===== src/rtl/round_robin_mux_with_2_inputs_pkg.sv =====
// rr_mux_pkg: shared source type, source constants and round-robin winner function
package rr_mux_pkg;
   typedef logic [0:0] src_t;
   localparam src_t SRC_IN0 = 1'b0;
   localparam src_t SRC_IN1 = 1'b1;
   // Both non-empty: the source that did not win last time; otherwise whichever has data.
   function automatic src_t next_src(logic nonempty0, logic nonempty1, src_t last_src);
      return (nonempty0 && nonempty1) ? ~last_src : (nonempty1 ? SRC_IN1 : SRC_IN0);
   endfunction
endpackage


===== src/rtl/round_robin_mux_with_2_inputs_if.sv =====
// round_robin_mux_with_2_inputs_if: two valid/ready input streams and one tagged output stream
//   in0_valid/in0_ready/in0_data, in1_valid/in1_ready/in1_data : input streams
//   out_valid/out_ready/out_data/out_src                         : merged output stream
//   master = traffic source/sink side, slave = mux side
interface round_robin_mux_with_2_inputs_if #(parameter int WIDTH = 8);
   import rr_mux_pkg::*;
   logic             in0_valid;
   logic             in0_ready;
   logic [WIDTH-1:0] in0_data;
   logic             in1_valid;
   logic             in1_ready;
   logic [WIDTH-1:0] in1_data;
   logic             out_valid;
   logic             out_ready;
   logic [WIDTH-1:0] out_data;
   src_t             out_src;
   modport master (
      output in0_valid, in0_data, in1_valid, in1_data, out_ready,
      input  in0_ready, in1_ready, out_valid, out_data, out_src
   );
   modport slave (
      input  in0_valid, in0_data, in1_valid, in1_data, out_ready,
      output in0_ready, in1_ready, out_valid, out_data, out_src
   );
endinterface


===== src/rtl/round_robin_mux_with_2_inputs_fifo.sv =====
// flip_flop_fifo: register-based FIFO, DEPTH entries (power of 2, >= 2)
//   clk, rst (async, active-high), push, pop, write_data, read_data, empty, full
//   push is ignored while full, pop is ignored while empty (no bypass)
module flip_flop_fifo #(
   parameter int WIDTH = 8,
   parameter int DEPTH = 4
) (
   input  logic             clk,
   input  logic             rst,
   input  logic             push,
   input  logic             pop,
   input  logic [WIDTH-1:0] write_data,
   output logic [WIDTH-1:0] read_data,
   output logic             empty,
   output logic             full
);
   localparam int AW = $clog2(DEPTH);
   logic [AW:0]      wr_ptr_q, wr_ptr_d, rd_ptr_q, rd_ptr_d;
   logic [WIDTH-1:0] mem_q [DEPTH];
   logic [WIDTH-1:0] mem_d [DEPTH];
   logic             push_ok, pop_ok;
   // Extra pointer MSB distinguishes full from empty when the index bits match.
   assign empty     = wr_ptr_q == rd_ptr_q;
   assign full      = (wr_ptr_q[AW] != rd_ptr_q[AW]) && (wr_ptr_q[AW-1:0] == rd_ptr_q[AW-1:0]);
   assign read_data = mem_q[rd_ptr_q[AW-1:0]];
   assign push_ok   = push && !full;
   assign pop_ok    = pop && !empty;
   always_comb begin
      wr_ptr_d = wr_ptr_q + (AW+1)'(push_ok);
      rd_ptr_d = rd_ptr_q + (AW+1)'(pop_ok);
      for (int i = 0; i < DEPTH; i++)
         mem_d[i] = (push_ok && wr_ptr_q[AW-1:0] == AW'(i)) ? write_data : mem_q[i];
   end
   always_ff @(posedge clk or posedge rst) begin
      if (rst) begin
         wr_ptr_q <= '0;
         rd_ptr_q <= '0;
         for (int i = 0; i < DEPTH; i++) mem_q[i] <= '0;
      end else begin
         wr_ptr_q <= wr_ptr_d;
         rd_ptr_q <= rd_ptr_d;
         for (int i = 0; i < DEPTH; i++) mem_q[i] <= mem_d[i];
      end
   end
endmodule


===== src/rtl/round_robin_mux_with_2_inputs.sv =====
// round_robin_mux_with_2_inputs: two buffered input streams merged round-robin into one registered output
//   clk, rst (async, active-high)
//   bus  : round_robin_mux_with_2_inputs_if.slave (in0/in1 valid-ready-data, out valid-ready-data-src)
//   grant_cnt0/grant_cnt1 : saturating per-source load counters, present only with RR_MUX_STATS_EN
module round_robin_mux_with_2_inputs
   import rr_mux_pkg::*;
#(
   parameter int WIDTH = 8,
   parameter int DEPTH = 4
`ifdef RR_MUX_STATS_EN
   , parameter int CNT_W = 16
`endif
) (
   input logic clk,
   input logic rst,
   round_robin_mux_with_2_inputs_if.slave bus
`ifdef RR_MUX_STATS_EN
   , output logic [CNT_W-1:0] grant_cnt0
   , output logic [CNT_W-1:0] grant_cnt1
`endif
);
   logic             empty0, full0, empty1, full1;
   logic [WIDTH-1:0] rd0, rd1;
   logic             load, pop0, pop1;
   src_t             win;
   logic             out_valid_q, out_valid_d;
   logic [WIDTH-1:0] out_data_q, out_data_d;
   src_t             out_src_q, out_src_d, last_src_q, last_src_d;
   // Ready comes straight from the registered full flag, never from out_ready.
   assign bus.in0_ready = !full0;
   assign bus.in1_ready = !full1;
   assign bus.out_valid = out_valid_q;
   assign bus.out_data  = out_data_q;
   assign bus.out_src   = out_src_q;
   flip_flop_fifo #(.WIDTH(WIDTH), .DEPTH(DEPTH)) u_fifo0 (
      .clk(clk), .rst(rst), .push(bus.in0_valid && !full0), .pop(pop0),
      .write_data(bus.in0_data), .read_data(rd0), .empty(empty0), .full(full0)
   );
   flip_flop_fifo #(.WIDTH(WIDTH), .DEPTH(DEPTH)) u_fifo1 (
      .clk(clk), .rst(rst), .push(bus.in1_valid && !full1), .pop(pop1),
      .write_data(bus.in1_data), .read_data(rd1), .empty(empty1), .full(full1)
   );
   always_comb begin
      win         = next_src(!empty0, !empty1, last_src_q);
      load        = (!out_valid_q || bus.out_ready) && (!empty0 || !empty1);
      pop0        = load && win == SRC_IN0;
      pop1        = load && win == SRC_IN1;
      out_valid_d = load || (out_valid_q && !bus.out_ready);
      out_data_d  = load ? (win == SRC_IN1 ? rd1 : rd0) : out_data_q;
      out_src_d   = load ? win : out_src_q;
      last_src_d  = load ? win : last_src_q;
   end
   always_ff @(posedge clk or posedge rst) begin
      if (rst) begin
         out_valid_q <= 1'b0;
         out_data_q  <= '0;
         out_src_q   <= SRC_IN0;
         last_src_q  <= SRC_IN1;
      end else begin
         out_valid_q <= out_valid_d;
         out_data_q  <= out_data_d;
         out_src_q   <= out_src_d;
         last_src_q  <= last_src_d;
      end
   end
`ifdef RR_MUX_STATS_EN
   logic [CNT_W-1:0] cnt0_q, cnt0_d, cnt1_q, cnt1_d;
   assign grant_cnt0 = cnt0_q;
   assign grant_cnt1 = cnt1_q;
   always_comb begin
      cnt0_d = (pop0 && cnt0_q != '1) ? cnt0_q + CNT_W'(1) : cnt0_q;
      cnt1_d = (pop1 && cnt1_q != '1) ? cnt1_q + CNT_W'(1) : cnt1_q;
   end
   always_ff @(posedge clk or posedge rst) begin
      if (rst) begin
         cnt0_q <= '0;
         cnt1_q <= '0;
      end else begin
         cnt0_q <= cnt0_d;
         cnt1_q <= cnt1_d;
      end
   end
`endif
endmodule

===== src/flat_wrapper.sv =====
// flat-port wrapper written by rule: the top's interface ports become plain ports
module round_robin_mux_with_2_inputs_flat import rr_mux_pkg::*;
#(
   parameter int WIDTH = 8,
   parameter int DEPTH = 4

)
  (clk, rst, bus_in0_valid, bus_in0_data, bus_in1_valid, bus_in1_data, bus_out_ready, bus_in0_ready, bus_in1_ready, bus_out_valid, bus_out_data, bus_out_src);
  round_robin_mux_with_2_inputs_if #(.WIDTH(WIDTH)) bus_i ();
  input logic clk;
  input logic rst;
  input wire logic [$bits(bus_i.in0_valid)-1:0] bus_in0_valid;
  input wire logic [$bits(bus_i.in0_data)-1:0] bus_in0_data;
  input wire logic [$bits(bus_i.in1_valid)-1:0] bus_in1_valid;
  input wire logic [$bits(bus_i.in1_data)-1:0] bus_in1_data;
  input wire logic [$bits(bus_i.out_ready)-1:0] bus_out_ready;
  output wire logic [$bits(bus_i.in0_ready)-1:0] bus_in0_ready;
  output wire logic [$bits(bus_i.in1_ready)-1:0] bus_in1_ready;
  output wire logic [$bits(bus_i.out_valid)-1:0] bus_out_valid;
  output wire logic [$bits(bus_i.out_data)-1:0] bus_out_data;
  output wire logic [$bits(bus_i.out_src)-1:0] bus_out_src;
  assign bus_i.in0_valid = bus_in0_valid;
  assign bus_i.in0_data = bus_in0_data;
  assign bus_i.in1_valid = bus_in1_valid;
  assign bus_i.in1_data = bus_in1_data;
  assign bus_i.out_ready = bus_out_ready;
  assign bus_in0_ready = bus_i.in0_ready;
  assign bus_in1_ready = bus_i.in1_ready;
  assign bus_out_valid = bus_i.out_valid;
  assign bus_out_data = bus_i.out_data;
  assign bus_out_src = bus_i.out_src;
  round_robin_mux_with_2_inputs #(.WIDTH(WIDTH), .DEPTH(DEPTH)) u_core (.clk(clk), .rst(rst), .bus(bus_i));
endmodule

===== config.mk =====
export PLATFORM = sky130hd
export DESIGN_NAME = round_robin_mux_with_2_inputs_flat
export DESIGN_NICKNAME = d
export VERILOG_FILES = /design/src/rtl/round_robin_mux_with_2_inputs_pkg.sv /design/src/rtl/round_robin_mux_with_2_inputs_if.sv /design/src/rtl/round_robin_mux_with_2_inputs_fifo.sv /design/src/rtl/round_robin_mux_with_2_inputs.sv /design/src/flat_wrapper.sv
export SDC_FILE = /design/constraint.sdc
export NUM_CORES = 1
export LEC_CHECK = 0
export ABC_AREA = 1
export BUFFER_PORTS_ARGS = -buffer_cell sky130_fd_sc_hd__buf_2
export CORE_ASPECT_RATIO = 1.75
export CORE_MARGIN = 2
export CORE_UTILIZATION = 31
export DETAILED_ROUTE_END_ITERATION = 16
export HOLD_SLACK_MARGIN = 0.15
export PLACE_DENSITY = 0.45
export SYNTH_ARGS = -nofsm -noshare
export SYNTH_HDL_FRONTEND = slang
export SYNTH_HIERARCHICAL = 1
export SYNTH_SLANG_ARGS = --single-unit

===== constraint.sdc =====
create_clock -name clk -period 4.5 [get_ports clk]
set_input_delay 0.9 -clock clk [delete_from_list [all_inputs] [get_ports clk]]
set_output_delay 0.9 -clock clk [all_outputs]
set_load 0.1 [all_outputs]

# Word-level counts from Yosys, hierarchy flattened

Index checks and enable logic that the tools add are counted.

Register bits: 87
Bits in latches: 0
Bits in writable memories: 0
Memory bits (read-only): 0
Input port bits: 21
Output and inout bits: 12
Logic and storage cells: 79
Memories: 0

$add $sub $neg: 4
Multiply operators: 0
Div/mod/pow operators: 0
Order comparisons: 2
Eq/ne operators: 12
Shift-type cells: 0
Muxes and demuxes: 9
Bitwise logic cells: 4
Reduce and logical (&&, ||, !) cells: 32

Operators with widths:

| cell                                                                   | number |
|---|---|
| 8-bit two-way mux                                                      | 5 |
| 8-bit binary-select mux with 2-bit select                              | 2 |
| 1-bit logical AND                                                      | 21 |
| 3-bit by 1-bit adder with 3-bit output                                 | 4 |
| 2-bit equality test (second input constant)                            | 4 |
| 3-bit equality test                                                    | 2 |
| 3-bit greater-or-equal comparator (second input constant)              | 2 |
| 1-bit logical NOT                                                      | 6 |
| 2-bit NOT with 3-bit output                                            | 2 |
| 2-bit by 1-bit equality test with 1-bit output (second input constant) | 2 |
| 2-bit equality test                                                    | 2 |
| 2-bit logical NOT                                                      | 2 |
| 1-bit logical OR                                                       | 3 |
| 1-bit two-way mux                                                      | 2 |
| 1-bit != test                                                          | 2 |
| 1-bit NOT                                                              | 2 |

# Longest topological paths before layout

Word-level depth: 8
Gate-level depth with buffers: 17
Mapped depth without buffers: 16

# Hierarchy

Netlist, hierarchy kept.

Modules (own cells, without submodules):

| module                        | instances | cells each | area each (um2) | sequential area each (um2) |
|---|---|---|---|---|
| flip_flop_fifo                | 2         | 224        | 1993.2          | 950.9 |
| round_robin_mux_with_2_inputs | 1         | 73         | 593.1           | 276.5 |

# Worst setup path after synthesis

No wires, ideal clock.

Path kind: reg2out
From: register u_core.u_fifo0.wr_ptr_q[1]
To: output bus_in0_ready
Data arrival time: 1605 ps
Required time: 3600 ps
Slack: 1995 ps
Stages on the path, launching flop included: 8
Buffers on the path: 3
Cells stage by stage: dfrtp_1 -> buf_4 -> xnor2_2 -> nand3_2 -> buf_12 -> buf_12 -> inv_2 -> inv_1

Word-level cells in the longest chain between the ends: 3

RTL lines:

| item                     | RTL line                                 | text |
|---|---|---|
| start: declaration       | round_robin_mux_with_2_inputs_fifo.sv:18 | `logic [AW:0] wr_ptr_q, wr_ptr_d, rd_ptr_q, rd_ptr_d;` |
| start signal: assignment | round_robin_mux_with_2_inputs_fifo.sv:40 | `wr_ptr_q <= wr_ptr_d;` |
| 2-bit equality test      | round_robin_mux_with_2_inputs_fifo.sv:24 | `assign full = (wr_ptr_q[AW] != rd_ptr_q[AW]) && (wr_ptr_q[AW-1:0] == rd_ptr_q[AW-1:0]);` |
| 1-bit logical AND        | round_robin_mux_with_2_inputs_fifo.sv:24 |  |
| net u_core.full0         | round_robin_mux_with_2_inputs.sv:22      | `logic empty0, full0, empty1, full1;` |
| 1-bit logical NOT        | round_robin_mux_with_2_inputs.sv:30      | `assign bus.in0_ready = !full0;` |
| end: declaration         | flat_wrapper.sv:17                       | `output wire logic [$bits(bus_i.in0_ready)-1:0] bus_in0_ready;` |

The timed path passes the listed nets, and every way through them passes these cells.

# Worst setup path in the final report

From: register u_core.u_fifo1.rd_ptr_q[0]
To: output bus_in1_ready

Word-level cells in the longest chain between the ends: 3

RTL lines:

| item                     | RTL line                                 | text |
|---|---|---|
| start: declaration       | round_robin_mux_with_2_inputs_fifo.sv:18 |  |
| start signal: assignment | round_robin_mux_with_2_inputs_fifo.sv:41 | `rd_ptr_q <= rd_ptr_d;` |
| 2-bit equality test      | round_robin_mux_with_2_inputs_fifo.sv:24 |  |
| 1-bit logical AND        | round_robin_mux_with_2_inputs_fifo.sv:24 |  |
| net u_core.full1         | round_robin_mux_with_2_inputs.sv:22      |  |
| 1-bit logical NOT        | round_robin_mux_with_2_inputs.sv:31      | `assign bus.in1_ready = !full1;` |
| end: declaration         | flat_wrapper.sv:18                       | `output wire logic [$bits(bus_i.in1_ready)-1:0] bus_in1_ready;` |

The timed path passes the listed nets, and every way through them passes these cells.

==> impl_metrics.ini <==
[run_status]
status = complete, no violations

[clock_tree]
cts_htree_levels = 3
cts_hold_buf = 0
cts.sinks = 87
clkTransAtPathRegs_ns = 0.06
ctsRootBufferMaster = sky130_fd_sc_hd__clkbuf_16
cts.path.max_buffers = 2
ctsResizeCount = 0
post-cts-setup-buffers = 0
tritoncts_clock_tree = yes
clock_latency_ns = 0.34
tritoncts.num_buffers = 9

[route]
wirelength_microns = 11400
violation_count_after_the_first_detailed_route_iteration = 128
drt.antenna.violating_nets = 0
drc = 0
dr_total_vias = 3615
via_per_inst = 4.97
detailedRoute.firstPassIterationCount = 4
routed_wire_length_per_instance_microns = 15.7

[final_layout]
layout.cells.most_common_list = sky130_fd_sc_hd__nand2_1 (153), sky130_fd_sc_hd__dfrtp_1 (86), sky130_fd_sc_hd__nand4_1 (72), sky130_fd_sc_hd__nor2_1 (36)
fin_cells = 727
mostFrequentLayoutCell = sky130_fd_sc_hd__nand2_1
final_net_count = 571
syn_to_final_growth_pct = 11.3
diodes = 0
layout-drive-gt1-share_pct = 18.5
fill_cells = 1483

[timing]
finalSetupViolations = 0
fin_tns_setup_ns = 0
achievable_frequency_mhz = 301
maxSlewViolCount = 0
clock_skew_ns = 0.00691
rsz0062_at_grt = false
worst-slew-pin-transition_ns = 0.722
fin_crit_sh_pct = 73.8
headroom_to_the_max_slew_limit_pct = 51.8
finalHoldViolations = 0
post-route-min-period_ns = 3.32
fin_worst_hold_slack_ns = 0.467

[critical_path]
critical_path.reg2reg.startpoint = u_core/u_fifo0/rd_ptr_q[0]
cp-end-kind = primary output
r2r_end = u_core/u_fifo0/mem_q[8]
reg2regPathDepth = 10
critical_path_class = reg2out
worstPathCellList = inv_4 -> nand2_2 -> nand2_2 -> nand3_2 -> buf_4 -> inv_2 -> inv_1 -> buf_2
timing.critical_path.arrival_ns = 2.42
slowest_delay_ns = 0.73
critPathMostFrequentCell = sky130_fd_sc_hd__nand2_2
crit_path_top_delay_cell = sky130_fd_sc_hd__dfrtp_1
worst_ep_required_time_ns = 3.60
path_max_fanout = 38
setup.reg_to_reg.worst_slack_ns = 1.58
crit_path_end = bus_in1_ready
launching_element_of_the_worst_setup_path = u_core/u_fifo1/rd_ptr_q[0]
cp_launch_type = flip-flop

[synthesis]
yosys_register_bits = 87
synth-seq-area-share_pct = 47.6
synth_area_sq_um = 4580
synth_area_per_cell_sq_um = 8.79
postSynthCellCount = 521
syn_nets = 550
ys_warn_count = 6
synth.lib_cells_used.distinct = 27

[global_routing]
antenna_found_initial = 0
maximum_number_of_pins_on_one_net_before_global_route_repair = 39
total_congestion_overflow = 0
grtUsageTotal_pct = 15.3
first_pass_grt_wire_length_microns = 18500
grt_pass1_vias = 3632

[floorplanning]
design.core.area_sq_um = 14400
design.portCount = 33
rows = 58
die_w_microns = 95.9
area_of_the_die_sq_um = 15800
floorplan.initialDensity_pct = 31.7
die_span_y_microns = 165

[power]
max-vdd-ir-drop_mv = 0.314
pwr_density_cell_nw_per_um2 = 881
power.leakage_uw = 0.00256

[placement]
place.gp.congestion = 0.826
place_inst = 711
port_buffers = 32
hpwlAfterDp_microns = 8670

[worst_hold_path]
min-delay-path-class = reg2reg

[flow_run]
max_cap_violations = 0
power by group:
| group | total (uW) | leakage [uW] | internal (uW) | switching, uW |
|---|---|---|---|---|
| combinational | 2020 | 0.00129 | 582 | 1430 |
| sequential | 1490 | 0.00108 | 1160 | 336 |
| clock | 982 | 0.000193 | 669 | 313 |
| total | 4490 | 0.00256 | 2410 | 2080 |
per-stage QoR:
step	utilization, %	power [uW]	cell area (sq um)	setup WS [ns]
final	35.3	4490	5100	1.18
after global placement	32.6	3510	4700	1.57
after global routing	35.3	4830	5100	0.990
after CTS	35.3	4540	5100	1.17
after floorplan	-	3250	4580	1.99
after detailed placement	32.6	3550	4700	1.54
sequential cells by signal (all words and copies together), names as in the netlist:
signal / count
u_core/u_fifo1/mem_q: 32
u_core/bus.out_src: 1
u_core/bus.out_valid: 1
u_core/u_fifo0/mem_q: 32
u_core/u_fifo1/rd_ptr_q: 3
u_core/u_fifo0/rd_ptr_q: 3
u_core/u_fifo1/wr_ptr_q: 3
u_core/bus.out_data: 8
u_core/last_src_q: 1
u_core/u_fifo0/wr_ptr_q: 3
layout make-up:
cell class,instances,area (sq um),area share (%)
clock buffers,10,239,4.69
clock inverters,6,155,3.04
inverters,34,138,2.70
multi-input cells,372,1960,38.4
flip-flops and latches,87,2180,42.7
well taps,180,225,4.42
repair buffers,38,205,4.03
cells by family (layout without fill, tap and decap cells):
kind of cell,Yosys count,in the layout,synth area share [%]
buf+inv,62,88,9.81
xor+xnor,6,6,1.48
flops,87,87,47.6
simple gates,308,308,33.1
fa+ha+maj,8,8,2.19
compound gates,50,50,5.90
how the worst min path moves through the flow:
stage	startpoint	to	slack, ns	depth (start not counted)
global placement	u_core/u_fifo0/mem_q[15]	u_core/u_fifo0/mem_q[15]	0.45	2
global route	u_core/u_fifo0/mem_q[31]	u_core/u_fifo0/mem_q[31]	0.50	2
detailed placement	u_core/u_fifo0/mem_q[15]	u_core/u_fifo0/mem_q[15]	0.45	2
finish	u_core/u_fifo1/mem_q[10]	u_core/u_fifo1/mem_q[10]	0.47	2
CTS	u_core/u_fifo0/mem_q[15]	u_core/u_fifo0/mem_q[15]	0.47	2
floorplan	u_core/u_fifo0/mem_q[10]	u_core/u_fifo0/mem_q[10]	0.44	2
per-layer routing:
layer	GRT usage [%]	wire, microns	share of wire, %
met1	17.7	4660	41
met2	27.2	6170	54
met3	1.87	297	2.6
met4	7.92	321	2.8
met5	0	0	0
synthesized netlist by cell type:
library cell / instances / area share (%)
sky130_fd_sc_hd__nand2_1: 153 / 13
sky130_fd_sc_hd__dfrtp_1: 86 / 47
sky130_fd_sc_hd__nand4_1: 72 / 9.8
sky130_fd_sc_hd__nor2_1: 38 / 3.1
sky130_fd_sc_hd__o21ai_0: 32 / 3.5
sky130_fd_sc_hd__inv_1: 19 / 1.6
sky130_fd_sc_hd__nand3_1: 18 / 2.0
sky130_fd_sc_hd__o22ai_1: 16 / 2.2
sky130_fd_sc_hd__inv_2: 11 / 0.90
sky130_fd_sc_hd__buf_12: 8 / 3.5
sky130_fd_sc_hd__ha_1: 8 / 2.2
sky130_fd_sc_hd__nand2_2: 8 / 1.1
sky130_fd_sc_hd__buf_6: 7 / 1.7
sky130_fd_sc_hd__nand3_2: 6 / 1.3
sky130_fd_sc_hd__nor2_2: 6 / 0.82
sky130_fd_sc_hd__buf_4: 5 / 0.82
sky130_fd_sc_hd__buf_2: 4 / 0.44
sky130_fd_sc_hd__clkbuf_1: 4 / 0.33
sky130_fd_sc_hd__inv_4: 4 / 0.55
sky130_fd_sc_hd__xor2_1: 4 / 0.76
sky130_fd_sc_hd__nand2_4: 2 / 0.49
sky130_fd_sc_hd__nand2_8: 2 / 0.87
sky130_fd_sc_hd__nand3_4: 2 / 0.76
sky130_fd_sc_hd__o21ai_1: 2 / 0.22
sky130_fd_sc_hd__xnor2_2: 2 / 0.71
sky130_fd_sc_hd__dfstp_2: 1 / 0.57
sky130_fd_sc_hd__nor2_4: 1 / 0.25
worst max-delay path: cells and delay by family, from the launching register on:
| kind | cells | cell delay (ns) |
|---|---|---|
| flops | 1 | 0.73 |
| simple gates | 3 | 0.23 |
| buf+inv | 5 | 1.09 |
No activity file was read; power rests on OpenSTA's default activity.
